`src/rtl/fifo_write_arbiter.sv`:
```
// fifo_write_arbiter: shares one async-FIFO write port between NUM_REQ requesters.
// Round-robin, packet-atomic grants; a grant is held until the packet's last word
// or until MAX_BURST words have gone through, which forces a release and sets the
// sticky burst_overrun flag.
// Optional feature macro FIFO_ARB_HEADER_EN: when defined, each grant first writes
// a header word {1'b1, zeros, owner index} before the owner's data words.
module fifo_write_arbiter #(
  parameter int NUM_REQ    = 4,
  parameter int IDX_WIDTH  = 2,
  parameter int DATA_WIDTH = 16,
  parameter int MAX_BURST  = 64,
  parameter int CNT_WIDTH  = 7
) (
  input  logic                          reset,
  input  logic                          write_clk,
  input  logic [NUM_REQ-1:0]            req_valid,
  input  logic [NUM_REQ*DATA_WIDTH-1:0] req_data,
  input  logic [NUM_REQ-1:0]            req_last,
  output logic [NUM_REQ-1:0]            req_ack,
  output logic                          fifo_write,
  output logic [DATA_WIDTH-1:0]         fifo_write_data,
  input  logic                          fifo_can_write,
  output logic [NUM_REQ-1:0]            grant,
  output logic                          busy,
  output logic                          burst_overrun
);

`ifdef FIFO_ARB_HEADER_EN
  typedef enum logic [1:0] {IDLE = 2'd0, HEADER = 2'd1, BURST = 2'd2} state_t;
`else
  typedef enum logic [1:0] {IDLE = 2'd0, BURST = 2'd2} state_t;
`endif

  state_t               state, state_next;
  logic [NUM_REQ-1:0]   grant_next;
  logic [IDX_WIDTH-1:0] owner_idx, owner_idx_next;
  logic [IDX_WIDTH-1:0] last_owner, last_owner_next;
  logic [CNT_WIDTH-1:0] cnt, cnt_next;
  logic                 overrun_next;

  logic                  sel_valid;
  logic                  sel_last;
  logic [DATA_WIDTH-1:0] sel_data;
  logic                  arb_found;
  logic [IDX_WIDTH-1:0]  arb_idx;
  logic                  accept;

`ifdef FIFO_ARB_HEADER_EN
  logic [DATA_WIDTH-1:0] header_word;

  // Header word: top bit marks a header, low bits carry the owner index
  always_comb begin
    header_word                  = '0;
    header_word[DATA_WIDTH-1]    = 1'b1;
    header_word[IDX_WIDTH-1:0]   = owner_idx;
  end
`endif

  // State and grant registers; reset leaves requester 0 first in round-robin order
  always_ff @(posedge write_clk or posedge reset) begin
    if (reset) begin
      state         <= IDLE;
      grant         <= '0;
      owner_idx     <= '0;
      last_owner    <= IDX_WIDTH'(NUM_REQ - 1);
      cnt           <= '0;
      burst_overrun <= 1'b0;
    end else begin
      state         <= state_next;
      grant         <= grant_next;
      owner_idx     <= owner_idx_next;
      last_owner    <= last_owner_next;
      cnt           <= cnt_next;
      burst_overrun <= overrun_next;
    end
  end

  // Pick out the current owner's valid/last/data lanes
  always_comb begin
    sel_valid = 1'b0;
    sel_last  = 1'b0;
    sel_data  = '0;
    for (int j = 0; j < NUM_REQ; j++) begin
      if (owner_idx == IDX_WIDTH'(j)) begin
        sel_valid = req_valid[j];
        sel_last  = req_last[j];
        sel_data  = req_data[j*DATA_WIDTH +: DATA_WIDTH];
      end
    end
  end

  // Round-robin search: first valid requester starting just after the last owner
  always_comb begin
    arb_found = 1'b0;
    arb_idx   = '0;
    for (int i = 0; i < NUM_REQ; i++) begin
      for (int j = 0; j < NUM_REQ; j++) begin
        if (!arb_found && req_valid[j] &&
            (j == (int'(last_owner) + 1 + i) % NUM_REQ)) begin
          arb_found = 1'b1;
          arb_idx   = IDX_WIDTH'(j);
        end
      end
    end
  end

  // Next-state logic: arbitrate in IDLE, hold the grant until last word or burst limit
  always_comb begin
    state_next      = state;
    grant_next      = grant;
    owner_idx_next  = owner_idx;
    last_owner_next = last_owner;
    cnt_next        = cnt;
    overrun_next    = burst_overrun;
    case (state)
      IDLE: begin
        if (arb_found) begin
          grant_next     = NUM_REQ'(1) << arb_idx;
          owner_idx_next = arb_idx;
          cnt_next       = '0;
`ifdef FIFO_ARB_HEADER_EN
          state_next     = HEADER;
`else
          state_next     = BURST;
`endif
        end
      end
`ifdef FIFO_ARB_HEADER_EN
      HEADER: begin
        if (fifo_can_write) begin
          state_next = BURST;
        end
      end
`endif
      BURST: begin
        if (accept) begin
          if (sel_last) begin
            state_next      = IDLE;
            grant_next      = '0;
            last_owner_next = owner_idx;
          end else if (cnt == CNT_WIDTH'(MAX_BURST - 1)) begin
            state_next      = IDLE;
            grant_next      = '0;
            last_owner_next = owner_idx;
            overrun_next    = 1'b1;
          end else begin
            cnt_next = cnt + CNT_WIDTH'(1);
          end
        end
      end
      default: begin
        state_next = IDLE;
        grant_next = '0;
      end
    endcase
  end

  // FIFO write port and per-requester acknowledges
  always_comb begin
    fifo_write      = 1'b0;
    fifo_write_data = '0;
    req_ack         = '0;
    case (state)
`ifdef FIFO_ARB_HEADER_EN
      HEADER: begin
        fifo_write      = 1'b1;
        fifo_write_data = header_word;
      end
`endif
      BURST: begin
        fifo_write      = sel_valid;
        fifo_write_data = sel_data;
        if (sel_valid && fifo_can_write) begin
          req_ack = NUM_REQ'(1) << owner_idx;
        end
      end
      default: begin
        fifo_write = 1'b0;
      end
    endcase
  end

  assign accept = fifo_write && fifo_can_write;
  assign busy   = (state != IDLE);

endmodule

```
`config.mk`:
```
export PLATFORM = sky130hd
export DESIGN_NAME = fifo_write_arbiter
export DESIGN_NICKNAME = d
export VERILOG_FILES = /design/src/rtl/fifo_write_arbiter.sv
export SDC_FILE = /design/constraint.sdc
export NUM_CORES = 1
export LEC_CHECK = 0
export BUFFER_PORTS_ARGS = -buffer_cell sky130_fd_sc_hd__buf_2
export CORE_UTILIZATION = 38
export CTS_CLUSTER_DIAMETER = 200
export DETAILED_ROUTE_END_ITERATION = 12
export PLACE_DENSITY = 0.83
export SYNTH_ARGS = -nofsm -noshare
export SYNTH_HDL_FRONTEND = slang
export SYNTH_SLANG_ARGS = --single-unit
```
`constraint.sdc`:
```
create_clock -name write_clk -period 2.2 [get_ports write_clk]
set_input_delay 0.55 -clock write_clk [delete_from_list [all_inputs] [get_ports write_clk]]
set_output_delay 0.55 -clock write_clk [all_outputs]
set_load 0.05 [all_outputs]
```
==> results of run 1 <==
==> power by group through the flow <==
stage | combinational [uW] | clock [uW] | sequential (uW)
finish | 2710 | 233 | 489
global route | 2820 | 247 | 500
CTS | 2470 | 237 | 487
floorplan | 1640 | 0 | 556
detailed placement | 2170 | 0 | 489
global placement | 2150 | 0 | 486
==> sequential cells by signal (all words and copies together) (netlist names) <==
| signal | cells |
|---|---|
| last_owner | 2 |
| grant | 4 |
| owner_idx | 2 |
| cnt | 7 |
| state | 1 |
| burst_overrun | 1 |
==> cells by family (layout without fill, tap and decap cells) <==
| family | count (synthesis) | count (layout) | synth area share |
|---|---|---|---|
| muxes | 24 | 24 | 0.3118 |
| and+or+nand+nor | 44 | 44 | 0.1699 |
| DFF | 17 | 17 | 0.2906 |
| buffers and inverters | 13 | 119 | 0.03993 |
| AOI/OAI and AO/OA | 29 | 29 | 0.1793 |
| adders and majority gates | 1 | 1 | 0.008495 |
==> layout make-up <==
type	count	share of cell area
Clock buffer	3	0.01791
Timing Repair Buffer	111	0.3190
Tap cell	48	0.02604
Inverter	4	0.006511
Multi-Input combinational cell	98	0.4422
Clock inverter	1	0.002170
Sequential cell	17	0.1861
==> cell usage after synthesis (all sizes together) (2+ instances only) <==
| master | count |
|---|---|
| a21oi | 2 |
| nand2b | 4 |
| mux4 | 17 |
| nand2 | 7 |
| a32o | 4 |
| clkbuf | 4 |
| and3b | 2 |
| a21bo | 2 |
| dfrtp | 15 |
| nor2 | 6 |
| o311a | 2 |
| mux2 | 5 |
| or4 | 2 |
| buf | 5 |
| mux2i | 2 |
| and2 | 17 |
| o311ai | 2 |
| a21o | 2 |
| inv | 4 |
| and3 | 4 |
| a22o | 2 |
| dfstp | 2 |
| a31o | 2 |
==> worst paths after layout <==
kind,start,cells after the start,slack (ns),end
worst max-delay path,owner_idx[0],4,-0.03,fifo_write_data[2]
worst min-delay path,reset,2,0.38,state[1]
worst max register to register,owner_idx[0],6,0.07,last_owner[1]
worst min register to register,burst_overrun,1,0.47,burst_overrun
max in group asynchronous,reset,2,1.36,owner_idx[0]
min in group write_clk,burst_overrun,1,0.47,burst_overrun
==> metal layers <==
metal  share of wire  vias to the layer above
met1            0.39                      746
met4           0.019                        0
li1                -                      720
met2            0.54                       75
met3           0.058                       10
met5               0                        -
==> stage by stage <==
step | util | total power [uW]
2_1_floorplan | - | 2197
4_1_cts | 0.6065 | 3191
3_5_place_dp | 0.5611 | 2658
3_3_place_gp | 0.5611 | 2635
5_1_grt | 0.6252 | 3571
6_report | 0.6252 | 3430
==> repair_timing <==
action,CTS,global route
buffers inserted,2,0
endpoints found under the setup margin,17,21
resized for setup,35,25
pin swaps,0,8
==> flow_summary.yaml, run 1 <==
yosys:
  postSynthAreaPerCell_sq_um: 11.51
  biggest_area_contributors_in_the_synthesized_netlist: "sky130_fd_sc_hd__mux4_2, sky130_fd_sc_hd__dfrtp_1, sky130_fd_sc_hd__and2_1, sky130_fd_sc_hd__mux2_2, sky130_fd_sc_hd__dfstp_2"
  synth-edff-count: 0
  synth_sequential_area_ratio: 0.2906
  postSynthNetCount: 204
  share_of_flip_flops_with_an_asynchronous_set_or_reset_after_synthesis: 1.000
  yosysWarnings: 0
  syn_area_sq_um: 1473
  post_synth_inst_count: 128
  synth_largest_area_cell: "sky130_fd_sc_hd__mux4_2"
  synth-seq-cells: 17
  synth-main-ff-cell: "sky130_fd_sc_hd__dfrtp_1"
  synth.lib_cells_used.distinct: 41
  synth_largest_type_area_fraction: 0.2600
grt:
  grt_start_max_net_pins: 18
  gr-usage-met2: 0.4053
  grt_busiest_layer: "met2"
  use_met1: 0.2333
  grt-ovfl-total: 0
  grt_util_met3: 0.03393
  globalRouteTotalUtil: 0.2167
  first_global_vias: 1578
  grt_antenna_before_repair: 0
  grt_pass1_wl_um: 6955
finish:
  final_stage_net_count: 311
  fin_cells: 282
  flow.area_growth_from_synthesis_pct: 56.58
  design_area_sq_um: 2306
  antennaDiodeCount: 0
  register_area_sq_um: 429.2
  mostFrequentLayoutCell: "sky130_fd_sc_hd__buf_2"
  layout.filler_cells: 298
  area_taken_by_multi_input_logic_gates_sq_um: 1020
  layout.cells.most_common_list: "sky130_fd_sc_hd__buf_2, sky130_fd_sc_hd__mux4_2, sky130_fd_sc_hd__dfrtp_1"
  final_layout_size_suffix_gt1_frac: 0.6667
power:
  power_internal_uw: 1781
  power_density_nw_per_um2: 1487
  clock_power_share: 0.068
  maximum_resistive_drop_on_vdd_mv: 0.6028
  netSwitchingPower_uw: 1648
  power.combinational.fraction: 0.789
  pwr-share-seq: 0.143
  p_leak_uw: 0.001134
  switching_share: 0.4806
place:
  place_area_sq_um: 2069
  placedCellCount: 276
  gp_routability_congestion: 0.8115
  pre_cts_ws_ns: 0.1133
  dpl.hpwl_um: 3359
  buffer_ports.inserted: 101
routing:
  vias: 1551
  drt_drc_violations_left: 0
  routed_wl_um: 4625
  first_iter_violations: 59
  drt_first_pass_iters: 4
  route.detailed.wl_per_inst_um: 16.40
  viasPerCell: 5.500
  ant_nets: 0
sta:
  hold-worst-slack_ns: 0.3766
  final_hold_viol_count: 0
  max_freq_mhz: 447.8
  slew_violations: 0
  actual_slew_at_the_worst_max_slew_pin_ns: 0.6488
  timing.final.setup_violations: 5
  max_slew_margin: 0.5670
  max_clock_skew_ns: 0.005132
  final_critical_path_required_period_ns: 2.233
  timing.setup.tns_ns: -0.05394
  post-route-period-util: 1.015
  setup_ws_ns: -0.03307
  rsz0062_at_grt: "yes"
worst_setup_path:
  critPathMostFrequentCell: "sky130_fd_sc_hd__buf_6"
  timing.setup.critical_path_class: "reg -> out"
  critical_path.cell_chain: "buf_6, mux4_2, and2_4, buf_6"
  worst_ep_required_time_ns: 1.65
  critical_path.startpoint_type: "flip-flop"
  crit_path_max_fanout: 6
  worst_path_largest_cell_delay_ns: 0.53
  worst-path-buf-inv: 2
  cp_data_arrival_time_ns: 1.68
  end_kind: "output port"
  cpMaxStageDelayCell: "sky130_fd_sc_hd__mux4_2"
  worst_path_dominant_cell_family: "multiplexers"
floorplanning:
  floorplan.die.height_um: 64.25
  fp.dieW_um: 64.25
  initial_utilization: 0.3993
  fp-row-count: 22
  io-pin-count: 102
  dieArea_sq_um: 4128
  core_sq_um: 3689
clock_tree:
  numClockSinks: 17
  clkLatencyLatePin_ns: 0.25
  tritoncts: "built"
  cts.reportedPaths.clkPinSlew_ns: 0.07
  ctsHtreeMaxLevel: 1
  root_buffer: "sky130_fd_sc_hd__clkbuf_8"
  clockBufferDepth: 2
  cts_made_buffers: 3
  cts.hold.buffers_added: 0
worst_hold_path:
  worstHoldPathType: "in -> async"
status:
  status: "finished, violations left"
  violated_checks: "negative setup slack"
flow_run:
  max-cap-violations: 0
Note: power is estimated with default switching activity, not from simulation.
==> run 2: changes to the inputs <==
--- a/config.mk
+++ b/config.mk
@@ -5,11 +5,12 @@
 export SDC_FILE = /design/constraint.sdc
 export NUM_CORES = 1
 export LEC_CHECK = 0
+export ABC_AREA = 1
 export BUFFER_PORTS_ARGS = -buffer_cell sky130_fd_sc_hd__buf_2
-export CORE_UTILIZATION = 38
+export CORE_UTILIZATION = 39
 export CTS_CLUSTER_DIAMETER = 200
 export DETAILED_ROUTE_END_ITERATION = 12
-export PLACE_DENSITY = 0.83
+export PLACE_DENSITY = 0.81
 export SYNTH_ARGS = -nofsm -noshare
 export SYNTH_HDL_FRONTEND = slang
 export SYNTH_SLANG_ARGS = --single-unit
==> flow_summary.yaml, run 2 <==
worst_setup_path:
  cp_data_arrival_time_ns: 1.72
  critical_path.startpoint_type: "flip-flop"
  crit_path_max_fanout: 7
  timing.setup.critical_path_class: "reg -> out"
  worst_path_largest_cell_delay_ns: 0.45
  critical_path.cell_chain: "buf_4, nor2_4, inv_2, o221ai_2, a21oi_4, nand2_4, nor3_4, buf_6"
  worst_ep_required_time_ns: 1.65
  worst-r2r-setup-slack_ns: -0.03
  crit-reg2reg-capture: "cnt[1]"
  cpMaxStageDelayCell: "sky130_fd_sc_hd__dfrtp_2"
  crit_path_start: "owner_idx[0]"
  worstReg2RegStart: "last_owner[0]"
  end_kind: "output port"
  r2r.worst_path.cells: 14
yosys:
  synth.lib_cells_used.distinct: 27
  synthMostInstantiatedCell: "sky130_fd_sc_hd__nand2_1"
  synth_sequential_area_ratio: 0.2545
  synth-main-ff-cell: "sky130_fd_sc_hd__dfrtp_1"
  synth_largest_area_cell: "sky130_fd_sc_hd__dfrtp_1"
  synth-adder-area-share: 0.007440
  muxShareOfSynthArea: 0
  post_synth_inst_count: 272
  synth_top_family_by_area: "simple AND/OR/NAND/NOR gates"
  yosysWarnings: 0
  share_of_flip_flops_with_an_asynchronous_set_or_reset_after_synthesis: 1.000
  synth-seq-cells: 17
  syn_area_sq_um: 1682
  post_synth_most_frequent_cells: "sky130_fd_sc_hd__nand2_1, sky130_fd_sc_hd__nand3_1, sky130_fd_sc_hd__nor2_1"
  synth_largest_type_area_fraction: 0.2232
  postSynthAreaPerCell_sq_um: 6.182
  synth-edff-count: 0
  synth_compound_area_frac: 0.1592
  postSynthNetCount: 348
  post_synth_and_or_nand_nor_area_fraction: 0.4732
  synth_xor_xnor_area_share: 0.02083
  biggest_area_contributors_in_the_synthesized_netlist: "sky130_fd_sc_hd__dfrtp_1, sky130_fd_sc_hd__nand2_1, sky130_fd_sc_hd__nand3_1, sky130_fd_sc_hd__nor2_1, sky130_fd_sc_hd__inv_1"
place:
  dpl.hpwl_um: 4210
  buffer_ports.inserted: 101
  gp_routability_congestion: 0.8398
  placedCellCount: 431
clock_tree:
  clkLatencyLatePin_ns: 0.25
  root_buffer: "sky130_fd_sc_hd__clkbuf_8"
  cts.reportedPaths.clkPinSlew_ns: 0.06
  tritoncts: "built"
  ctsHtreeMaxLevel: 1
  clockBufferDepth: 2
  numClockSinks: 17
  cts_made_buffers: 3
  cts.hold.buffers_added: 0
status:
  status: "finished, violations left"
  violated_checks: "negative setup slack"
routing:
  met2WireLength_um: 3185
  first_iter_violations: 97
  vias: 2423
  viasPerCell: 5.433
  ant_nets: 0
  max_layer_used: "met4"
  route.detailed.wl_per_inst_um: 13.59
  met1_length_um: 2353
  drt_drc_violations_left: 0
  drt_first_pass_iters: 4
  routed_wl_um: 6059
  met3_wirelength_from_detailed_routing_um: 336
floorplanning:
  fp.dieW_um: 67.67
  initial_utilization: 0.4144
  dieArea_sq_um: 4579
  floorplan.die.height_um: 67.67
  io-pin-count: 102
  core_sq_um: 4058
  fp-row-count: 23
sta:
  hold-worst-slack_ns: 0.3737
  max_clock_skew_ns: 0.003228
  actual_slew_at_the_worst_max_slew_pin_ns: 0.6471
  setup_ws_ns: -0.06951
  rsz0062_at_grt: "yes"
  post-route-period-util: 1.032
  slew_violations: 0
  final_critical_path_required_period_ns: 2.270
  max_freq_mhz: 440.6
  final_hold_viol_count: 0
  max_slew_margin: 0.5681
  timing.final.setup_violations: 9
finish:
  layout.cells.most_common_list: "sky130_fd_sc_hd__buf_2, sky130_fd_sc_hd__nand2_1, sky130_fd_sc_hd__nand3_1"
  final_layout_size_suffix_gt1_frac: 0.4899
  largest-register: "cnt"
  register_area_sq_um: 431.7
  flow.area_growth_from_synthesis_pct: 66.67
  antennaDiodeCount: 0
  area_taken_by_multi_input_logic_gates_sq_um: 1338
  largest_register_ff_count: 7
  fin_cells: 446
  mostFrequentLayoutCell: "sky130_fd_sc_hd__buf_2"
  final_util: 0.6907
  final_stage_net_count: 473
  layout.filler_cells: 324
  biggestRegsByFlops: "cnt x7, grant x4"
grt:
  grt_start_max_net_pins: 21
  first_global_vias: 2101
  globalRouteTotalUtil: 0.2479
  grt_antenna_before_repair: 0
  grt-ovfl-total: 0
  grt_pass1_wl_um: 8721
flow_run:
  max-cap-violations: 0
power:
  power.total_uw: 4468
  power_density_nw_per_um2: 1594
  maximum_resistive_drop_on_vdd_mv: 0.9613
  p_leak_uw: 0.001431
worst_hold_path:
  worstHoldPathType: "in -> async"
run 2: cell count changes after synthesis, sizes merged, moves of 6 or more:
cell	delta
nand2	+66
o221ai	+7
nor2	+35
a21oi	+6
and2	-17
mux4	-17
nand4	+6
o211ai	+8
inv	+23
o21ai	+17
nand3	+40
run 2: kinds of logic after synthesis:
| kind of cell | Yosys count |
|---|---|
| AO/OA/AOI/OAI | 43 |
| XOR/XNOR | 4 |
| adder cells (fa/ha/maj) | 1 |
| buffers and inverters | 38 |
| flip-flops | 17 |
| AND/OR/NAND/NOR | 169 |
run 2: layer usage:
| layer | vias up | track usage |
|---|---|---|
| met5 | - | 0 |
| met3 | 23 | 0.04223 |
| met1 | 1105 | 0.2857 |
| met4 | 0 | 0.07979 |
| li1 | 1171 | - |
| met2 | 124 | 0.4554 |
run 2: cell type report:
class / count / share of cell area
inverters: 28 / 0.04241
well taps: 50 / 0.02232
repair buffers: 129 / 0.2879
flip-flops and latches: 17 / 0.1540
multi-input cells: 218 / 0.4772
clock buffers: 4 / 0.01607
run 2: worst max path at each step:
stage | to | slack [ns] | cells after the start
2_1_floorplan | req_ack[1] | -0.23 | 7
3_3_place_gp | req_ack[1] | -0.12 | 8
3_5_place_dp | req_ack[1] | -0.14 | 8
4_1_cts | fifo_write_data[15] | -0.03 | 6
5_1_grt | cnt[1] | -0.17 | 14
6_report | req_ack[1] | -0.07 | 8
run 2: worst max-delay path, delay by kind of cell (launching register included):
family	cells	cell delay, ns
AOI/OAI and AO/OA	2	0.28
DFF	1	0.45
and+or+nand+nor	3	0.34
buffers and inverters	3	0.39
run 2: where the power goes:
part | total, uW | internal [uW] | switching (uW)
Combinational | 3670 | 1240 | 2430
Sequential | 566 | 431 | 135
Clock | 235 | 129 | 106
run 2: timing repair:
action / 4_1_cts / 5_1_grt
pin swaps: 2 / 4
setup buffers: 1 / 9
gates resized for setup: 19 / 52
cloned: 0 / 1
endpoints found under the setup margin: 21 / 34
run 2: metrics by stage:
step                TNS (ns)  area (sq um)  setup WS [ns]
global route          -3.250          2803        -0.1654
detailed placement   -0.8773          2454        -0.1367
finish               -0.1869          2803       -0.06951
CTS                 -0.04123          2552       -0.03354
floorplan            -0.3820          1792        -0.2340
global placement     -0.2333          2454        -0.1156
==> run 3: changes to the inputs <==
--- a/config.mk
+++ b/config.mk
@@ -11,6 +11,7 @@
 export CTS_CLUSTER_DIAMETER = 200
 export DETAILED_ROUTE_END_ITERATION = 12
 export PLACE_DENSITY = 0.81
+export SKIP_CTS_REPAIR_TIMING = 1
 export SYNTH_ARGS = -nofsm -noshare
 export SYNTH_HDL_FRONTEND = slang
 export SYNTH_SLANG_ARGS = --single-unit
==> flow_summary.yaml, run 3 (same netlist as run 2, synthesis figures left out) <==
status:
  status: "finished, violations left"
  violated_checks: "negative setup slack"
worst_hold_path:
  worstHoldPathType: "in -> async"
finish:
  biggestRegsByFlops: "cnt x7, grant x4"
  layout.cells.most_common_list: "sky130_fd_sc_hd__buf_2, sky130_fd_sc_hd__nand2_1, sky130_fd_sc_hd__nand3_1"
  largest-register: "cnt"
  antennaDiodeCount: 0
  final_stage_net_count: 476
  mostFrequentLayoutCell: "sky130_fd_sc_hd__buf_2"
  largest_register_ff_count: 7
  flow.area_growth_from_synthesis_pct: 76.12
  final_layout_size_suffix_gt1_frac: 0.5388
  fin_cells: 449
clock_tree:
  numClockSinks: 17
  tritoncts: "built"
  cts.reportedPaths.clkPinSlew_ns: 0.07
  cts_made_buffers: 3
  root_buffer: "sky130_fd_sc_hd__clkbuf_8"
  clockBufferDepth: 2
  clkLatencyLatePin_ns: 0.26
  ctsHtreeMaxLevel: 1
routing:
  routed_wl_um: 6959
  ant_nets: 0
  viasPerCell: 5.657
  drt_drc_violations_left: 0
  first_iter_violations: 192
  vias: 2540
  drt_first_pass_iters: 5
  route.detailed.wl_per_inst_um: 15.50
sta:
  actual_slew_at_the_worst_max_slew_pin_ns: 0.6633
  timing.final.setup_violations: 22
  timing.setup.tns_ns: -1.863
  slew_violations: 0
  max_clock_skew_ns: 0.002067
  final_critical_path_required_period_ns: 2.360
  max_freq_mhz: 423.6
  final_hold_viol_count: 0
  post-route-period-util: 1.073
  setup_ws_ns: -0.1604
  max_slew_margin: 0.5573
  rsz0062_at_grt: "yes"
floorplanning:
  fp.dieW_um: 67.67
  floorplan.die.height_um: 67.67
  initial_utilization: 0.4144
  core_sq_um: 4058
  dieArea_sq_um: 4579
  io-pin-count: 102
  fp-row-count: 23
worst_setup_path:
  worst_ep_required_time_ns: 2.39
  cp_data_arrival_time_ns: 2.55
  timing.setup.critical_path_class: "reg -> reg"
  crit_path_max_fanout: 7
  end_kind: "flip-flop"
  critical_path.startpoint_type: "flip-flop"
power:
  maximum_resistive_drop_on_vdd_mv: 0.9677
  power.combinational.fraction: 0.827
  clock_power_share: 0.050
  pwr-share-seq: 0.123
  switching_share: 0.5955
  netSwitchingPower_uw: 2845
  p_leak_uw: 0.001473
  power.total_uw: 4778
  power_density_nw_per_um2: 1613
  power_internal_uw: 1933
grt:
  grt_antenna_before_repair: 0
  grt_pass1_wl_um: 8625
  grt_start_max_net_pins: 21
  globalRouteTotalUtil: 0.2447
  first_global_vias: 2083
  grt-ovfl-total: 0
flow_run:
  max-cap-violations: 0
place:
  buffer_ports.inserted: 101
  placedCellCount: 431
  gp_routability_congestion: 0.8398
  dpl.hpwl_um: 4210
-- run 3: changes by cell type in the layout (fill, tap and decap cells not counted), moves of 3 or more --
cell	change
sky130_fd_sc_hd__buf_4	-3
sky130_fd_sc_hd__buf_6	+3
sky130_fd_sc_hd__buf_8	+3
sky130_fd_sc_hd__nand2_1	-3
sky130_fd_sc_hd__nor2_1	-5
sky130_fd_sc_hd__nor2_4	+5
sky130_fd_sc_hd__o21ai_0	-4
sky130_fd_sc_hd__o221ai_1	-4
sky130_fd_sc_hd__o221ai_2	+4
-- run 3: area by class of cell --
class	count	area, sq um
timing repair buffer	132	860.8
multi-input combinational	218	1439
tap	50	62.56
clock buffer	4	45.04
sequential	17	431.7
fill	297	1096
inverter	28	122.6
-- run 3: worst paths after layout --
check / start / end / slack (ns) / depth (start not counted)
worst max register to register: last_owner[0] / cnt[1] / -0.16 / 14
min in group write_clk: grant[1] / grant[1] / 0.47 / 2
max in group asynchronous: reset / owner_idx[0] / 1.36 / 2
worst max-delay path: last_owner[0] / cnt[1] / -0.16 / 14
worst min register to register: grant[1] / grant[1] / 0.47 / 2
worst min-delay path: reset / cnt[3] / 0.38 / 2
-- run 3: power groups by stage --
stage               logic [uW]  clock network (uW)  registers, uW
floorplan                 2230                   0            635
global route              4200                 263            601
detailed placement        3050                   0            543
global placement          3000                   0            541
finish                    3950                 239            589
CTS                       3050                 240            539
-- run 3: metal layers --
layer / track usage / part of all wire / vias to the layer above
met5: 0 / 0 / -
met2: 0.4505 / 0.53 / 139
li1: - / - / 1177
met1: 0.2827 / 0.37 / 1189
met4: 0.07447 / 0.041 / 0
met3: 0.04223 / 0.063 / 35
-- run 3: critical path: stages, from the launching register on --
cell and delay, ns:
sky130_fd_sc_hd__dfstp_2 0.62, sky130_fd_sc_hd__inv_2 0.07, sky130_fd_sc_hd__nand3_2 0.10, sky130_fd_sc_hd__nand2_2 0.10, sky130_fd_sc_hd__nor2_4 0.17, sky130_fd_sc_hd__nand4_4 0.11, sky130_fd_sc_hd__nor3_4 0.19, sky130_fd_sc_hd__nand4_2 0.13
sky130_fd_sc_hd__nor2_4 0.20, sky130_fd_sc_hd__nand4_4 0.14, sky130_fd_sc_hd__nand2_8 0.13, sky130_fd_sc_hd__nand2_8 0.08, sky130_fd_sc_hd__nand2_8 0.11, sky130_fd_sc_hd__nand2_2 0.07, sky130_fd_sc_hd__nand2_1 0.08
-- run 3: through the flow --
step	area (sq um)	utilization	hold WS [ns]	setup slack (ns)
2_1_floorplan	1792	-	0.4419	-0.2340
3_3_place_gp	2454	0.6047	0.4502	-0.1156
3_5_place_dp	2454	0.6047	0.4536	-0.1367
4_1_cts	2499	0.6158	0.3953	-0.1832
5_1_grt	2962	0.7299	0.4128	-0.2504
6_report	2962	0.7299	0.3797	-0.1604
